`src/rtl/ibex_mult_pext_seq_pkg.sv`:
```
// ibex_mult_pext_seq_pkg: shared types for the P/M-extension multiplier sequencer.
package ibex_mult_pext_seq_pkg;

    typedef enum logic [1:0] {
        M8x8   = 2'b00,
        M16x16 = 2'b01,
        M32x16 = 2'b10,
        M32x32 = 2'b11
    } mult_pext_mode_e;

    typedef enum logic [1:0] {
        PH_LO  = 2'b00,
        PH_HI  = 2'b01,
        PH_ACC = 2'b10
    } mult_phase_e;

    typedef enum logic [1:0] {
        SEQ_IDLE   = 2'b00,
        SEQ_MUL_HI = 2'b01,
        SEQ_ACC    = 2'b10
    } seq_state_e;

    // With accumulate folded into the last multiply, the ACC step disappears.
    function automatic logic [1:0] eff_code(input logic fold, input logic [1:0] code);
        return fold ? {1'b0, code[0]} : code;
    endfunction

endpackage

```
`src/rtl/ibex_mult_pext_seq.sv`:
```
// ibex_mult_pext_seq: phase sequencer for the shared multiplier datapath; latches the
// decode at op start and drives intermediate-write, accumulate and valid strobes.
module ibex_mult_pext_seq
    import ibex_mult_pext_seq_pkg::*;
#(
    parameter bit FoldAccum = 1'b0
) (
    input  logic       clk_i,
    input  logic       rst_i,
    input  logic       mult_en_i,
    input  logic       kill_i,
    input  logic [1:0] mult_mode_i,
    input  logic [1:0] cycle_count_i,
    input  logic [1:0] accum_sub_i,
    input  logic       dsum_i,
    input  logic       crossed_i,
    input  logic       sat_i,
    output logic [1:0] phase_o,
    output logic [1:0] mode_o,
    output logic [1:0] accum_sub_o,
    output logic       dsum_o,
    output logic       crossed_o,
    output logic       imd_we_o,
    output logic       acc_en_o,
    output logic       valid_o,
    output logic       sat_o,
    output logic       busy_o
);

    seq_state_e  state_q, state_d;
    mult_phase_e phase;
    logic [1:0]  mode_q, code_q, sub_q;
    logic        dsum_q, crossed_q, sat_q, sat_d;
    logic        idle, abort, start, valid, imd_we, acc_en;
    logic [1:0]  code_in_eff, code_q_eff;

    assign idle        = state_q == SEQ_IDLE;
    assign abort       = kill_i | rst_i;
    assign start       = idle & mult_en_i & ~abort;
    assign code_in_eff = eff_code(FoldAccum, cycle_count_i);
    assign code_q_eff  = eff_code(FoldAccum, code_q);

    always_comb begin
        state_d = state_q;
        phase   = PH_LO;
        valid   = 1'b0;
        imd_we  = 1'b0;
        acc_en  = 1'b0;
        case (state_q)
            SEQ_IDLE: begin
                if (mult_en_i) begin
                    if (code_in_eff == 2'b00) begin
                        valid  = 1'b1;
                        acc_en = FoldAccum & cycle_count_i[1];
                    end else begin
                        imd_we  = 1'b1;
                        state_d = (code_in_eff == 2'b10) ? SEQ_ACC : SEQ_MUL_HI;
                    end
                end
            end
            SEQ_MUL_HI: begin
                phase = PH_HI;
                if (code_q_eff == 2'b11) begin
                    imd_we  = 1'b1;
                    state_d = SEQ_ACC;
                end else begin
                    valid   = 1'b1;
                    acc_en  = FoldAccum & code_q[1];
                    state_d = SEQ_IDLE;
                end
            end
            SEQ_ACC: begin
                phase   = PH_ACC;
                valid   = 1'b1;
                acc_en  = 1'b1;
                state_d = SEQ_IDLE;
            end
            default: state_d = SEQ_IDLE;
        endcase
        // Flush or reset suppresses every strobe of the aborted cycle.
        if (abort) begin
            state_d = SEQ_IDLE;
            valid   = 1'b0;
            imd_we  = 1'b0;
            acc_en  = 1'b0;
        end
    end

    assign sat_d = (kill_i | valid) ? 1'b0 : (start | ~idle) ? (sat_q | sat_i) : sat_q;

    always_ff @(posedge clk_i) begin
        if (rst_i) begin
            state_q   <= SEQ_IDLE;
            mode_q    <= 2'b00;
            code_q    <= 2'b00;
            sub_q     <= 2'b00;
            dsum_q    <= 1'b0;
            crossed_q <= 1'b0;
            sat_q     <= 1'b0;
        end else begin
            state_q <= state_d;
            sat_q   <= sat_d;
            if (start) begin
                mode_q    <= mult_mode_i;
                code_q    <= cycle_count_i;
                sub_q     <= accum_sub_i;
                dsum_q    <= dsum_i;
                crossed_q <= crossed_i;
            end
        end
    end

    assign phase_o     = phase;
    assign mode_o      = idle ? mult_mode_i : mode_q;
    assign accum_sub_o = idle ? accum_sub_i : sub_q;
    assign dsum_o      = idle ? dsum_i : dsum_q;
    assign crossed_o   = idle ? crossed_i : crossed_q;
    assign imd_we_o    = imd_we;
    assign acc_en_o    = acc_en;
    assign valid_o     = valid;
    assign sat_o       = valid & (sat_q | sat_i);
    assign busy_o      = ~idle;

endmodule

```
`config.mk`:
```
export PLATFORM = sky130hd
export DESIGN_NAME = ibex_mult_pext_seq
export DESIGN_NICKNAME = d
export VERILOG_FILES = /design/src/rtl/ibex_mult_pext_seq_pkg.sv /design/src/rtl/ibex_mult_pext_seq.sv
export SDC_FILE = /design/constraint.sdc
export NUM_CORES = 1
export LEC_CHECK = 0
export BUFFER_PORTS_ARGS = -buffer_cell sky130_fd_sc_hd__buf_2
export CORE_AREA = 3 3 40 42
export CTS_BUF_LIST = sky130_fd_sc_hd__clkbuf_16
export CTS_CLUSTER_SIZE = 24
export DETAILED_ROUTE_END_ITERATION = 6
export DIE_AREA = 0 0 43 45
export PLACE_DENSITY = 0.76
export SYNTH_ARGS = -nofsm -noshare
export SYNTH_HDL_FRONTEND = slang
export SYNTH_SLANG_ARGS = --single-unit
```
`constraint.sdc`:
```
create_clock -name clk_i -period 3.9 [get_ports clk_i]
set_input_delay 0.975 -clock clk_i [delete_from_list [all_inputs] [get_ports clk_i]]
set_output_delay 0.975 -clock clk_i [all_outputs]
set_load 0.05 [all_outputs]
```
Yosys cells after proc, flatten, opt, wreduce, memory -nomap -nowiden
Cells that the tools add are included.
- register bits: 11
- bits of input ports: 13
- word-level logic and storage cells: 49
- eq/ne operators: 6
- mux-type cells: 22
- bitwise operators: 9
- reductions and logical operators: 5
- operators by type and width (operator ; number):
    $mux 1 ; 12
    $mux 2 ; 6
    $pmux 2 s2 ; 2
    $eq 2x2->1 const B ; 3
    $logic_not 2->1 ; 2
    $ne 2x2->1 const B ; 2
    $or 1x1->1 ; 4
    $reduce_or 2->1 ; 2
    $and 1x1->1 ; 3
    $pmux 1 s3 ; 1
    $eq 2x1->1 const B ; 1
    $not 1->1 ; 2
    $pmux 1 s2 ; 1
    $reduce_and 2->1 ; 1

Logic depth before layout (Yosys ltp)
Gate-level depths: netlist (run 1).
- depth after elaboration: 7
- depth in mapped cells: 4
- gate-level depth less buffers: 3

Worst setup path after synthesis (run 1)
OpenSTA, ideal clock, no wires.
- path kind: reg-to-output
- start point: reg state_q[0]
- end point: out imd_we_o
- arrival time: 2.722 ns
- data required time: 2.925 ns
- setup slack: 0.203 ns
- cell stages (with the launch flop): 5
- path buffers: 1
- cells stage by stage: dfxtp_1 > buf_2 > nor2b_1 > nand3_1 > o32ai_1
- word-level cells in the longest chain between the ends: 3
- elaborated cells on any way between the ends: 4
- RTL lines (what ; line ; text):
    from (decl) ; ibex_mult_pext_seq.sv:30 ; seq_state_e state_q, state_d;
    from (signal assigned) ; ibex_mult_pext_seq.sv:101 ; state_q <= state_d;
    $eq 2x1->1 / $logic_not 2->1 (equally long branches) ; ibex_mult_pext_seq.sv:49 ; case (state_q)
    $pmux 1 s2 * ; ibex_mult_pext_seq.sv:49 ;
    $mux 1 * ; ibex_mult_pext_seq.sv:81 ; if (abort) begin
    to (decl) ; ibex_mult_pext_seq.sv:23 ; output logic imd_we_o,
Every way passes the cells marked *; elsewhere a longest branch is shown, timed or not.

Final worst setup path (run 1)
- start point: in kill_i
- end point: out imd_we_o
- word-level cells in the longest chain between the ends: 2
- RTL lines (what ; line ; text):
    from (decl) ; ibex_mult_pext_seq.sv:11 ; input logic kill_i,
    $or 1x1->1 ; ibex_mult_pext_seq.sv:38 ; assign abort = kill_i | rst_i;
    $mux 1 ; ibex_mult_pext_seq.sv:81 ;
Every way passes these cells.

==> impl_results.md, run 1 <==
- Least-Margin Pin Slew: 0.417 ns
- CP max stage delay: 0.30 ns
- Clock sinks: 11
- Fmax: 0.326 GHz
- Sequential-to-total area share from yosys stat: 39.0%
- Final min period: 3.07 ns
- YS warnings: 0
- Gr ovfl total: 0
- Hold Crit Class: flop to flop
- Post-DP HPWL: 1080 um
- Total CTS buffers: 3
- Slew HR: 72.0%
- Post-synth top area share: 39.0%
- GP Congestion: 0.812
- Placement Rows: 13
- Worst skew pair latency: 0.24 ns
- Initial Utilization: 43.9%
- Pleak: 0.362 nW
- Share of cells above drive strength 1: 29.3%
- Buf/Inv on CP: 2
- Via count: 633
- FFs w/ async S/R, synth: 0%
- Max-cap violation count: 0
- Final non-filler cell total: 114
- Global-route wire length before repair: 2330 um
- Main synth FF type: dfxtp_1
- Netlist Area Pre-Place: 564 um2
- Worst hold margin: 0.504 ns
- DR iter-0 viols: 10
- Cells after DPL: 110
- Ant diodes: 0
- Crit. End Element: output port
- Syn nets: 87
- Final hold violations: 0
- Core Footprint: 1280 um2
- Delay-heaviest family, CP: buffers and inverters
- Clk slew on worst S/H paths: 0.04 ns
- Synth unique cells: 21
- Startpoint types: input pin
- Die area: 1940 um2
- WL per Instance: 12.6 um
- PwrDens: 474 nW/um2
- Die height: 45 um
- Vias per cell: 5.55
- # hold bufs at CTS: 0
- Ranking of synthesized cells by area: dfxtp_1 (39%), o21ai_0 (19%), o211ai_1 (11%)
- RSZ-0062 raised after global routing: false
- Number of antenna violations at the first check in global routing: 0
- Period utilization: 78.6%
- Slew Viols, Final: 0
- Final setup TNS: 0 ns
- Root Buffer: clkbuf_16
- Maximum resistive drop on vdd: 0.296 mV
- Crit-path max FO: 11
- GRT Overall Usage: 16.3%
- Crit path kind: input pin to output port
- Post-CTS Setup Bufs: 0
- Top cell by count, worst path: buf_2
- Largest net degree at the start of global routing: 13
- Port bufs: 25
- Drt total wl: 1430 um
- Cells after Synth: 74
- Post-Syn Area per Cell: 7.63 um2
- Yosys reg bits: 11
- Via count of the first global-routing pass: 560
- # DRC: 0
- Slowest CP cell: buf_2
- Synth top cells by count: o21ai_0 (21), dfxtp_1 (11), inv_1 (10), o211ai_1 (8), nor2_1 (5)
- Count leader, synth: o21ai_0
- Num ports: 26
- Layout Nets: 113
- Dominant cell type by area after synthesis: dfxtp_1
- Resize count post-CTS: 0
- Synthesis-to-layout area growth: 35.5%
- First drt pass iteration count: 4
- Bufs on Longest Clock Path: 2
- H-tree depth: 1
- CTS tree: done
- CP cell instances: buf_2 > nor2_1 > nand3_1 > o32ai_1 > buf_2
- Number of synthesized flops with an enable pin: 0
- Number of antenna-violating nets in the routed design: 0
- Status: finished, final reports clean
- Critical path arrival: 2.09 ns
- Chip width: 43 um
- Data required, critical path: 2.92 ns
- Setup violations, final: 0
- Clock Skews: 0.00107 ns
## sequential cells by signal (all words and copies together), names as in the netlist
| name | cells |
|---|---|
| sat_q | 1 |
| crossed_q | 1 |
| state_q | 2 |
| dsum_q | 1 |
| sub_q | 2 |
| mode_q | 2 |
| code_q | 2 |
## where the power goes
group | total [mW] | switching, mW | internal, mW
Clock | 0.185 | 0.0496 | 0.136
Combinational | 0.0554 | 0.0402 | 0.0152
Sequential | 0.122 | 0.00376 | 0.118
## cell type report
type	instances	area (um2)
Fill cell	115	520
Multi-Input combinational cell	49	283
Sequential cell	11	220
Timing Repair Buffer	25	125
Clock buffer	3	75.1
Inverter	10	37.5
Tap cell	15	18.8
Clock inverter	1	5.00
## through the flow
step / utilization [%] / worst slack (ns) / cell area (um2) / power [mW]
2_1_floorplan: - / 0.203 / 564 / 0.163
3_3_place_gp: 53.3 / 0.870 / 684 / 0.178
3_5_place_dp: 53.3 / 0.842 / 684 / 0.179
4_1_cts: 59.5 / 0.836 / 764 / 0.367
5_1_grt: 59.5 / 0.720 / 764 / 0.377
6_report: 59.5 / 0.834 / 764 / 0.362
## placed cells by master (no fill, tap or decap), types with 2 or more instances in the layout
| cell type | synthesis | routed |
|---|---|---|
| buf_2 | 1 | 25 |
| o21ai_0 | 21 | 21 |
| dfxtp_1 | 11 | 11 |
| inv_1 | 10 | 10 |
| o211ai_1 | 8 | 8 |
| nor2_1 | 5 | 5 |
| clkbuf_16 | 0 | 3 |
| nor2b_1 | 2 | 2 |
| nand3_1 | 2 | 2 |
## metal layers
metal	share of wire [%]	global-route usage (%)	up-vias
met1	43	20.3	294
met3	5.5	5.98	5
li1	-	-	312
met5	0	0	-
met2	49	24.6	22
met4	2.3	9.04	0
## worst reg2reg max path, cell delays in order, from the launching register on
cell	delay, ns
dfxtp_1	0.41
or3b_1	0.55
or3_1	0.35
a21boi_1	0.15
## worst paths after layout
path	slack (ns)	start	depth (start not counted)	end
max	0.83	kill_i	5	imd_we_o
min	0.50	crossed_q$_SDFFE_PP0P_	2	crossed_q$_SDFFE_PP0P_
max reg2reg	2.37	state_q[0]$_SDFFE_PP0P_	3	state_q[1]$_SDFFE_PP0P_
min reg2reg	0.50	crossed_q$_SDFFE_PP0P_	2	crossed_q$_SDFFE_PP0P_
## kinds of logic after synthesis
group | count (synthesis) | share of synthesized area (%)
DFF | 11 | 39.0
buffers and inverters | 14 | 10.9
AOI/OAI and AO/OA | 32 | 33.5
and+or+nand+nor | 17 | 16.6
Power figures use the tool's default switching activity.
==> inputs of run 2 (changes only) <==
- ABC_AREA: unset -> 1
- CORE_AREA: 3 3 40 42 -> unset
- CORE_MARGIN: unset -> 3
- CORE_UTILIZATION: unset -> 45
- DIE_AREA: 0 0 43 45 -> unset
- PLACE_DENSITY: 0.76 -> 0.78
- clock period: 3.9 -> 3.2 ns (I/O delays scaled with it)
==> impl_results.md, run 2 <==
- Status: finished, final reports clean
- Ranking of synthesized cells by area: dfxtp_1 (35%), o21ai_2 (9.8%), nand2_1 (9.6%)
- Root Buffer: clkbuf_16
- Clk slew on worst S/H paths: 0.04 ns
- Layout Nets: 126
- Clock sinks: 11
- Synth top cells by count: nand2_1 (16), inv_1 (12), dfxtp_1 (11), nor2_1 (9)
- RSZ-0062 raised after global routing: false
- Final non-filler cell total: 126
- Resize count post-CTS: 0
- Cells after Synth: 85
- Port bufs: 25
- Worst setup path startpoint: cycle_count_i[1]
- Max-cap violation count: 0
- Pleak: 0.428 nW
- Post-synth top area share: 35.2%
- Critical path arrival: 1.68 ns
- Period utilization: 77.5%
- Post-CTS Setup Bufs: 0
- Most common cell after layout, fill and taps aside: buf_2
- CTS tree: done
- Synth unique cells: 18
- Ant diodes: 0
- PwrDens: 539 nW/um2
- Reg2Reg Launch Point: state_q[0]$_SDFFE_PP0P_
- Hold Crit Class: flop to flop
- Final hold violations: 0
- Slew HR: 82.2%
- GRT Overall Usage: 15.4%
- CP max stage delay: 0.26 ns
- Main synth FF type: dfxtp_1
- DR iter-0 viols: 10
- Largest net degree at the start of global routing: 17
- Hold wc startpoint: mode_q[1]$_SDFFE_PP0P_
- # DRC: 0
- Cells after DPL: 122
- Via count: 616
- First drt pass iteration count: 4
- Total CTS buffers: 3
- Core Footprint: 1200 um2
- Sequential-to-total area share from yosys stat: 35.2%
- Number of synthesized flops with an enable pin: 0
- Clock Skews: 0.000938 ns
- Startpoint types: input pin
- Number of antenna-violating nets in the routed design: 0
- Netlist Area Pre-Place: 626 um2
- Worst skew pair latency: 0.23 ns
- Slew Viols, Final: 0
- Synthesis-to-layout area growth: 31.8%
- Count leader, synth: nand2_1
- Via count of the first global-routing pass: 555
- Bufs on Longest Clock Path: 2
- Vias per cell: 4.89
- Die area: 1870 um2
- Yosys reg bits: 11
- Die height: 43.3 um
- Initial Utilization: 52.1%
- Share of cells above drive strength 1: 39.3%
- Crit. End Element: output port
- Most frequent cells in the layout: buf_2 (25), nand2_1 (16), inv_1 (13)
- Global-route wire length before repair: 2230 um
- GP Congestion: 0.777
- Chip width: 43.3 um
- H-tree depth: 1
- Post-DP HPWL: 1010 um
- Placement Rows: 12
- Slowest CP cell: buf_2
- Final min period: 2.48 ns
- Post-Syn Area per Cell: 7.36 um2
- Number of antenna violations at the first check in global routing: 0
- YS warnings: 0
- Least-Margin Pin Slew: 0.267 ns
- Gr ovfl total: 0
- CP cell instances: buf_2 > nor2_1 > nand3_1 > nand3_1 > and2_1 > buf_2
- Maximum resistive drop on vdd: 0.372 mV
- Data required, critical path: 2.40 ns
- WL per Instance: 10.0 um
- FFs w/ async S/R, synth: 0%
- Final-layout fill cell count: 111
- Num ports: 26
- Final setup TNS: 0 ns
- Syn nets: 98
- Dominant cell type by area after synthesis: dfxtp_1
- Crit path kind: input pin to output port
- Drt total wl: 1260 um
- Fmax: 0.403 GHz
- Setup violations, final: 0
- Crit-path max FO: 3
- # hold bufs at CTS: 0
run 2: final cells by class:
| class | instances | area (um2) | area share (%) |
|---|---|---|---|
| Clock buffer | 3 | 75.1 | 9.10 |
| Clock inverter | 1 | 3.75 | 0.455 |
| Inverter | 14 | 52.6 | 6.37 |
| Multi-Input combinational cell | 58 | 330 | 40.1 |
| Sequential cell | 11 | 220 | 26.7 |
| Tap cell | 14 | 17.5 | 2.12 |
| Timing Repair Buffer | 25 | 125 | 15.2 |
run 2: worst paths after layout:
kind / endpoint / cells past startpoint / slack, ns
max: sat_o / 6 / 0.72
min: mode_q[1]$_SDFFE_PP0P_ / 2 / 0.47
max reg2reg: sub_q[0]$_SDFFE_PP0P_ / 4 / 2.07
min reg2reg: mode_q[1]$_SDFFE_PP0P_ / 2 / 0.47
run 2: worst max-delay path: cells and delay by family:
| kind | cells | cell delay (ns) |
|---|---|---|
| simple gates | 4 | 0.51 |
| buf+inv | 2 | 0.36 |
run 2: layer usage:
layer	GRT usage, %	vias up	wire, um
li1	-	328	-
met1	17.4	261	510
met2	26.5	23	638
met3	5.08	4	98
met4	5.42	0	16
met5	0	-	0
run 2: power breakdown:
part | switching, mW | internal, mW
Clock | 0.0568 | 0.164
Sequential | 0.00406 | 0.144
Combinational | 0.0547 | 0.0217
run 2: cells by family (layout without fill, tap and decap cells):
family                 after synthesis  count (layout)  synth area share [%]
AO/OA/AOI/OAI                       17              17                  18.0
AND/OR/NAND/NOR                     41              41                  34.8
flip-flops                          11              11                  35.2
buffers and inverters               16              43                  12.0
run 2: stage by stage:
stage | instance area, um2 | setup slack (ns) | util, % | hold WS, ns | power [mW]
floorplan | 626 | 0.468 | - | 0.448 | 0.208
global placement | 746 | 0.754 | 62.1 | 0.462 | 0.225
detailed placement | 746 | 0.721 | 62.1 | 0.467 | 0.227
CTS | 825 | 0.719 | 68.6 | 0.475 | 0.449
global route | 825 | 0.634 | 68.6 | 0.484 | 0.465
finish | 825 | 0.720 | 68.6 | 0.472 | 0.445
